--- config.mk ---
export PLATFORM = sky130hd
export DESIGN_NAME = soc_system_pio_in_cond
export DESIGN_NICKNAME = d
export VERILOG_FILES = /design/src/rtl/soc_system_pio_in_cond_pkg.sv /design/src/rtl/soc_system_pio_in_cond_bit.sv /design/src/rtl/soc_system_pio_in_cond.sv
export SDC_FILE = /design/constraint.sdc
export NUM_CORES = 1
export LEC_CHECK = 0
export BUFFER_PORTS_ARGS = -buffer_cell sky130_fd_sc_hd__buf_4
export CORE_MARGIN = 2
export CORE_UTILIZATION = 25
export DETAILED_ROUTE_END_ITERATION = 10
export PLACE_DENSITY_LB_ADDON = 0.15
export SKIP_LAST_GASP = 1
export SLEW_MARGIN = 20
export SYNTH_ARGS = -nofsm -noshare
export SYNTH_HDL_FRONTEND = slang
export SYNTH_SLANG_ARGS = --single-unit
--- constraint.sdc ---
create_clock -name clk -period 1.57 [get_ports clk]
set_input_delay 0.471 -clock clk [delete_from_list [all_inputs] [get_ports clk]]
set_output_delay 0.471 -clock clk [all_outputs]
set_load 0.005 [all_outputs]
--- src/rtl/soc_system_pio_in_cond_pkg.sv ---
//==============================================================================
// Module   : soc_system_pio_in_cond_pkg
// Brief    : Shared edge-type encodings and counter-width helper.
// Revision : 1.0
//==============================================================================
`default_nettype none

package soc_system_pio_in_cond_pkg;

    localparam int EDGE_RISE = 0;
    localparam int EDGE_FALL = 1;
    localparam int EDGE_BOTH = 2;

    // Bits needed to hold 0..value-1, never less than one so a counter always exists.
    function automatic int clog2(input int value);
        int w;
        w = 1;
        while ((1 << w) < value) begin
            w = w + 1;
        end
        return w;
    endfunction

endpackage

`default_nettype wire

--- src/rtl/soc_system_pio_in_cond_bit.sv ---
//==============================================================================
// Module   : soc_system_pio_in_cond_bit
// Brief    : One input lane: 2-flop synchronizer, tick-based debounce,
//            stable flop and sticky edge-capture flag.
// Revision : 1.0
//==============================================================================
`default_nettype none

module soc_system_pio_in_cond_bit
    import soc_system_pio_in_cond_pkg::*;
#(
    parameter int   DEBOUNCE_TICKS = 8,
    parameter int   EDGE_TYPE      = EDGE_RISE,
    parameter logic RESET_BIT      = 1'b0
) (
    input  logic clk,
    input  logic reset,
    input  logic raw_in,
    input  logic tick,
    input  logic edge_clr,
    output logic data_out,
    output logic edge_flag
);

    localparam int                  c_CNT_W    = clog2(DEBOUNCE_TICKS);
    localparam logic [c_CNT_W-1:0]  c_CNT_LAST = c_CNT_W'(DEBOUNCE_TICKS - 1);
    localparam logic [c_CNT_W-1:0]  c_CNT_ONE  = c_CNT_W'(1);

    logic               r_sync1;
    logic               r_sync2;
    logic [c_CNT_W-1:0] r_cnt;
    logic               r_stable;
    logic               r_stable_d;
    logic               r_flag;
    logic               w_edge;

    always_ff @(posedge clk) begin
        if (reset) begin
            r_sync1 <= RESET_BIT;
            r_sync2 <= RESET_BIT;
        end else begin
            r_sync1 <= raw_in;
            r_sync2 <= r_sync1;
        end
    end

    // Any return to the stable level discards accumulated ticks immediately.
    always_ff @(posedge clk) begin
        if (reset) begin
            r_cnt    <= '0;
            r_stable <= RESET_BIT;
        end else if (r_sync2 == r_stable) begin
            r_cnt <= '0;
        end else if (tick) begin
            if (r_cnt == c_CNT_LAST) begin
                r_stable <= r_sync2;
                r_cnt    <= '0;
            end else begin
                r_cnt <= r_cnt + c_CNT_ONE;
            end
        end
    end

    always_comb begin
        w_edge = 1'b0;
        case (EDGE_TYPE)
            EDGE_FALL: w_edge = r_stable_d & ~r_stable;
            EDGE_BOTH: w_edge = r_stable_d ^ r_stable;
            default:   w_edge = r_stable & ~r_stable_d;
        endcase
    end

    // The delayed copy resets alongside the stable flop, so reset never looks like an edge.
    always_ff @(posedge clk) begin
        if (reset) begin
            r_stable_d <= RESET_BIT;
            r_flag     <= 1'b0;
        end else begin
            r_stable_d <= r_stable;
            r_flag     <= w_edge | (r_flag & ~edge_clr);
        end
    end

    assign data_out  = r_stable;
    assign edge_flag = r_flag;

endmodule

`default_nettype wire

--- src/rtl/soc_system_pio_in_cond.sv ---
//==============================================================================
// Module   : soc_system_pio_in_cond
// Brief    : Conditions asynchronous board inputs for an input PIO: per-bit
//            sync/debounce/edge capture, shared prescaler and masked IRQ.
// Revision : 1.0
//==============================================================================
`default_nettype none

module soc_system_pio_in_cond
    import soc_system_pio_in_cond_pkg::*;
#(
    parameter int               WIDTH          = 32,
    parameter int               PRESCALE       = 50000,
    parameter int               DEBOUNCE_TICKS = 8,
    parameter int               EDGE_TYPE      = EDGE_RISE,
    parameter logic [WIDTH-1:0] RESET_VALUE    = '0
) (
    input  logic             clk,
    input  logic             reset,
    input  logic [WIDTH-1:0] raw_in,
    input  logic [WIDTH-1:0] edge_clr,
    input  logic [WIDTH-1:0] irq_mask,
    output logic [WIDTH-1:0] data_out,
    output logic [WIDTH-1:0] edge_flags,
    output logic             irq
);

    localparam int                  c_PRE_W    = clog2(PRESCALE);
    localparam logic [c_PRE_W-1:0]  c_PRE_LAST = c_PRE_W'(PRESCALE - 1);
    localparam logic [c_PRE_W-1:0]  c_PRE_ONE  = c_PRE_W'(1);

    logic [c_PRE_W-1:0] r_pre;
    logic               w_tick;
    logic               r_irq;

    // With PRESCALE=1 the counter sits at zero, which is also the last count.
    assign w_tick = (r_pre == c_PRE_LAST);

    always_ff @(posedge clk) begin
        if (reset) begin
            r_pre <= '0;
        end else if (w_tick) begin
            r_pre <= '0;
        end else begin
            r_pre <= r_pre + c_PRE_ONE;
        end
    end

    generate
        for (genvar i = 0; i < WIDTH; i++) begin : g_bit
            soc_system_pio_in_cond_bit #(
                .DEBOUNCE_TICKS (DEBOUNCE_TICKS),
                .EDGE_TYPE      (EDGE_TYPE),
                .RESET_BIT      (RESET_VALUE[i])
            ) u_bit (
                .clk       (clk),
                .reset     (reset),
                .raw_in    (raw_in[i]),
                .tick      (w_tick),
                .edge_clr  (edge_clr[i]),
                .data_out  (data_out[i]),
                .edge_flag (edge_flags[i])
            );
        end
    endgenerate

    always_ff @(posedge clk) begin
        if (reset) begin
            r_irq <= 1'b0;
        end else begin
            r_irq <= |(edge_flags & irq_mask);
        end
    end

    assign irq = r_irq;

endmodule

`default_nettype wire

# After elaboration in Yosys (flattened, before gate mapping)
# Cells that the tools add are included.
# op_classes
n_reduce_logical	66
addsub	33
order_cmp	0
shifts	0
eq_ne	65
muxes	32
multipliers	0
n_div	0
bitwise	193
# op_table
cell	n
3-bit by 1-bit adder with 3-bit output (second input constant)	32
3-bit equality test (second input constant)	32
3-bit 2-to-1 mux	32
1-bit inverter	96
3-bit AND reduction	32
2-bit OR reduction	33
1-bit bitwise AND	64
32-bit bitwise AND	1
1-bit equality test	32
1-bit OR	32
32-bit OR reduction	1
16-bit by 1-bit adder with 16-bit output (second input constant)	1
16-bit equality test (second input constant)	1
# totals
out_inout_bits	65
memories	0
latchBits	0
input_bits	98
word_cells	583
reg_bits	273
mem_bits_ro	0
mem_bits_rw	0

# Depth between registers and ports, before layout
# logic_depth
ltp_word	3
ltp_mapped	8
depth_no_buf	5

# By module
# Synthesis repeated with hierarchy kept, for this count alone.
# unflattened
hier_cells	1000
hier_area_um2	10973.0
# by_module_without_submodules
module	n_inst	seq_area_each_um2	cells_per_inst	area_per_inst_um2
soc_system_pio_in_cond_bit	32	160.2	28	314.1
soc_system_pio_in_cond	1	340.3	104	923.4

# Worst setup path before layout
# OpenSTA, ideal clock, no wires.
# synth_path
path_type	register to register
start	register r_pre[0]
end	register g_bit[0].u_bit.r_stable
stages_incl_launch_ff	8
t_required_ns	1.447
setup_time_ns	0.123
setup_slack_ns	-0.103
n_path_buf	2
arrival_time_ns	1.550
period_less_slack_ns	1.673
cell_sequence	dfxtp_1 ha_1 and3_1 and4_1 buf_4 buf_6 nand2_1 mux2_1
# synth_between
elab_chain_cells	2
# synth_lines
element	line_no	rtl
start, declared	soc_system_pio_in_cond.sv:32	logic [c_PRE_W-1:0] r_pre;
start signal, assigned	soc_system_pio_in_cond.sv:45	r_pre <= r_pre + c_PRE_ONE;
16-bit equality test	soc_system_pio_in_cond.sv:37	assign w_tick = (r_pre == c_PRE_LAST);
3-bit AND reduction (no source line)	-	
end signal, assigned	soc_system_pio_in_cond_bit.sv:56	r_stable <= r_sync2;
end, declared	soc_system_pio_in_cond_bit.sv:32	logic r_stable;
# No other way between the ends.
# A chain may end at the register's enable or synchronous reset.

# Final worst setup path
# layout_path
start	register r_pre[1]
end	register g_bit[18].u_bit.r_stable
# layout_between
elab_chain_cells	2
# layout_lines
element	line_no
16-bit equality test	soc_system_pio_in_cond.sv:37
3-bit AND reduction (no source line)	-
end signal, assigned	soc_system_pio_in_cond_bit.sv:56
end, declared	soc_system_pio_in_cond_bit.sv:32
# No other way between the ends.

==> reports/qor.csv <==
stage;metric;value;unit
route;Total Wirelength;28.7;mm
yosys;EDFF count, synth;0;
critical_path;Worst Path Arrival;2.14;ns
yosys;fraction of the yosys area taken by sequential cells;48.7;%
job;maxcap violations;0;
floorplanning;core area;0.0443;mm²
grt;global-route wire length before repair;42.6;mm
route;antenna-violating nets left;0;
yosys;yosys warns;0;
route;DRC Markers;0;
yosys;cell area after synthesis;0.0112;mm²
critical_path;Crit Path Class;reg2reg;
critical_path;Critical Path RT;1.98;ns
yosys;ranking of synthesized cells by area;dfxtp_1, ha_1, nor2b_1;
finish;FILL cells;4557;
power;Clk pwr share;50.9;%
grt;initial antenna violation count;0;
power;VDD IR max;0.546;mV
power;sw power;0.00322;W
sta;PnR worst setup slack;-0.155;ns
clock_tree;CTS Buf Count;34;
clock_tree;H-tree depth;2;
sta;Period Utilization, post-route;110;%
yosys;post-synthesis register bit count;273;
place;IO Port Bufs;162;
power;pwr/cell area;1020;mW/mm²
sta;final setup fails;117;
place;pre-CTS setup slack;-0.192;ns
floorplanning;die width;216;µm
power;Internal Dissipation;0.0121;W
finish;nets;1513;
power;Leak Pwr;6.32;nW
yosys;Synth cell types;28;
clock_tree;TritonCTS clock tree;done;
yosys;Mapped Nets;1336;
critical_path;worst stage delay on the critical path;0.35;ns
run_status;outcome;complete, but fails checks;
sta;Slew Viols, Final;0;
place;Final GP Congestion;0.701;
route;DRT Pass-1 Iters;5;
route;drt wl/cell;14.6;µm
yosys;ys async rst share;0;%
floorplanning;# rows;77;
critical_path;CP endpoint kind;flop;
clock_tree;CTS Root Cell;clkbuf_16;
place;Detailed Place HPWL;18.5;mm
route;drt via density;4.13;
power;combinational fraction of design power;3.2;%
yosys;share of the synthesized area in the top cell type;48.7;%
clock_tree;Clk Latency, worst-skew pair;0.53;ns
sta;f_max;580;MHz
grt;global route overflow;0;
critical_path;CP max FO;7;
sta;Worst-Margin Slew;0.403;ns
critical_path;crit path max-delay cell type;dfxtp_2;
grt;largest net degree at the start of global routing;50;
floorplanning;chip height;216;µm
yosys;most common cell in the netlist;dfxtp_1;
grt;vias in the first global route;7911;
yosys;Syn Area/Cell;9.57;µm²
power;total power;0.0153;W
yosys;leading area contributor after synthesis;dfxtp_1;
grt;overall routing resource usage;11.6;%
yosys;ys flop type;dfxtp_1;
clock_tree;Clock Pin Slew Worst Setup and Hold Paths;0.06;ns
critical_path;worst path cell trace;ha_4 > and3_4 > and4_4 > buf_8 > buf_12 > nand2_4 > mux2_4;
finish;share of cells above drive strength 1;30.4;%
critical_path;CP bufs+invs;2;
floorplanning;Initial Util;25.3;%
clock_tree;# hold bufs at CTS;0;
power;Reg power frac;46.0;%
floorplanning;IO Pins;163;
critical_path;family with the most delay on the worst path;simple AND/OR/NAND/NOR gates;
critical_path;Startpoint Class;flop;
yosys;Commonest cells post-synth;dfxtp_1, nand2_1, a21oi_1, nor2b_1, nand2b_1;
hold_path;hold crit path type;in2reg;
sta;setup repair after global routing missed its margin;true;
finish;Area growth, synth to finish;34.1;%
route;1st-iter DRT viols;292;
sta;Final Hold Viols;0;
clock_tree;Clock Tree Buf Depth;3;
floorplanning;Die ar.;0.0466;mm²
clock_tree;number of clock sinks;273;
route;via count;8125;
sta;clk_skew;0.0138;ns
yosys;Post-Syn Instances;1173;
run_status;violated checks;negative setup slack;
sta;fin crit period;1.72;ns
power;sw frac;21.0;%
sta;relative slew slack;72.9;%
## repair_timing
item / 4_1_cts / 5_1_grt
resized for setup: 65 / 83
endpoints found under the setup margin: 131 / 149
buffers inserted: 9 / 11
gates cloned: 2 / 11
pin swaps: 10 / 29
## per-layer routing
| metal | share of wire, % | track usage, % |
|---|---|---|
| met1 | 48 | 15.3 |
| met2 | 44 | 18.0 |
| met3 | 6.3 | 3.83 |
| met4 | 1.7 | 3.49 |
| met5 | 0 | 0 |
## final timing paths
kind	start	endpoint	slack (ns)	cells past startpoint
worst max-delay path	r_pre[1]	g_bit[18].u_bit.data_out	-0.15	7
worst min-delay path	raw_in[18]	g_bit[18].u_bit.r_sync1	0.15	2
worst max register to register	r_pre[1]	g_bit[18].u_bit.data_out	-0.15	7
worst min register to register	g_bit[21].u_bit.r_sync1	g_bit[21].u_bit.r_sync2	0.43	1
## cells in the final DEF (no fill, tap or decap), types with 2 or more instances in the layout
cell and instances:
xnor2_1 13, buf_6 11, nand2_1 160, nand2_2 5
or3_4 11, nand2_4 10, clkbuf_1 6, a22oi_1 15
clkbuf_8 11, inv_1 4, mux2_1 26, diode_2 2
nand3b_1 19, clkinv_2 6, nor4_1 3, clkbuf_16 45
a21oi_2 24, nand3_1 5, a21oi_1 104, and4bb_2 2
dfxtp_4 6, nand2b_1 96, nor2b_1 128, dfxtp_1 227
or3_1 21, nor3_1 4, dfxtp_2 40, nor2_1 20
xor2_1 33, buf_4 212, ha_1 64, buf_12 13
mux2_4 6, buf_8 7, nand4_1 7
## metrics by stage
stage	instances	util [%]	cell area, µm²	hold slack [ns]	TNS (ns)
3_3_place_gp	1875	29.4	13000	0.417	-8.08
4_1_cts	1945	32.6	14500	0.110	-12.60
2_1_floorplan	1173	-	11300	0.414	0
6_report	1968	34.0	15100	0.148	-9.63
5_1_grt	1966	34.0	15100	0.119	-17.57
3_5_place_dp	1875	29.4	13000	0.424	-8.40
## power groups by stage
stage | combinational, W | sequential [W] | clock, W
2_1_floorplan | 0.000201 | 0.00719 | 0
3_3_place_gp | 0.000478 | 0.00720 | 0
3_5_place_dp | 0.000482 | 0.00720 | 0
4_1_cts | 0.000486 | 0.00704 | 0.00811
5_1_grt | 0.000536 | 0.00704 | 0.00840
6_report | 0.000485 | 0.00704 | 0.00779
## flip-flops by register name, summed over array words and instances, names as in the netlist
name	count
irq	1
r_pre	16
g_bit.u_bit.r_cnt	96
g_bit.u_bit.edge_flag	32
g_bit.u_bit.data_out	32
g_bit.u_bit.r_stable_d	32
g_bit.u_bit.r_sync1	32
g_bit.u_bit.r_sync2	32
## cell families (layout without fill, tap and decap cells)
| logic type | Yosys count | in the layout | share of synthesized area (%) |
|---|---|---|---|
| adder cells (fa/ha/maj) | 65 | 65 | 7.24 |
| XOR/XNOR | 46 | 46 | 3.59 |
| multiplexers | 32 | 32 | 3.21 |
| AO/OA/AOI/OAI | 144 | 144 | 6.77 |
| buffers and inverters | 115 | 316 | 6.67 |
| flip-flops | 273 | 273 | 48.7 |
| AND/OR/NAND/NOR | 498 | 498 | 23.9 |
| other | 0 | 2 | 0 |
## final cells by class
cell class              count  area, µm²  share of cell area [%]
diodes                      2       5.00                  0.0332
inverters                   4       15.0                  0.0997
well taps                 592        741                    4.92
multi-input cells         785       5320                    35.3
clock buffers              54       1100                    7.30
repair buffers            252       2310                    15.3
flip-flops and latches    273       5540                    36.8
clock inverters             6       30.0                   0.199
Note: power is estimated with default switching activity, not from simulation.
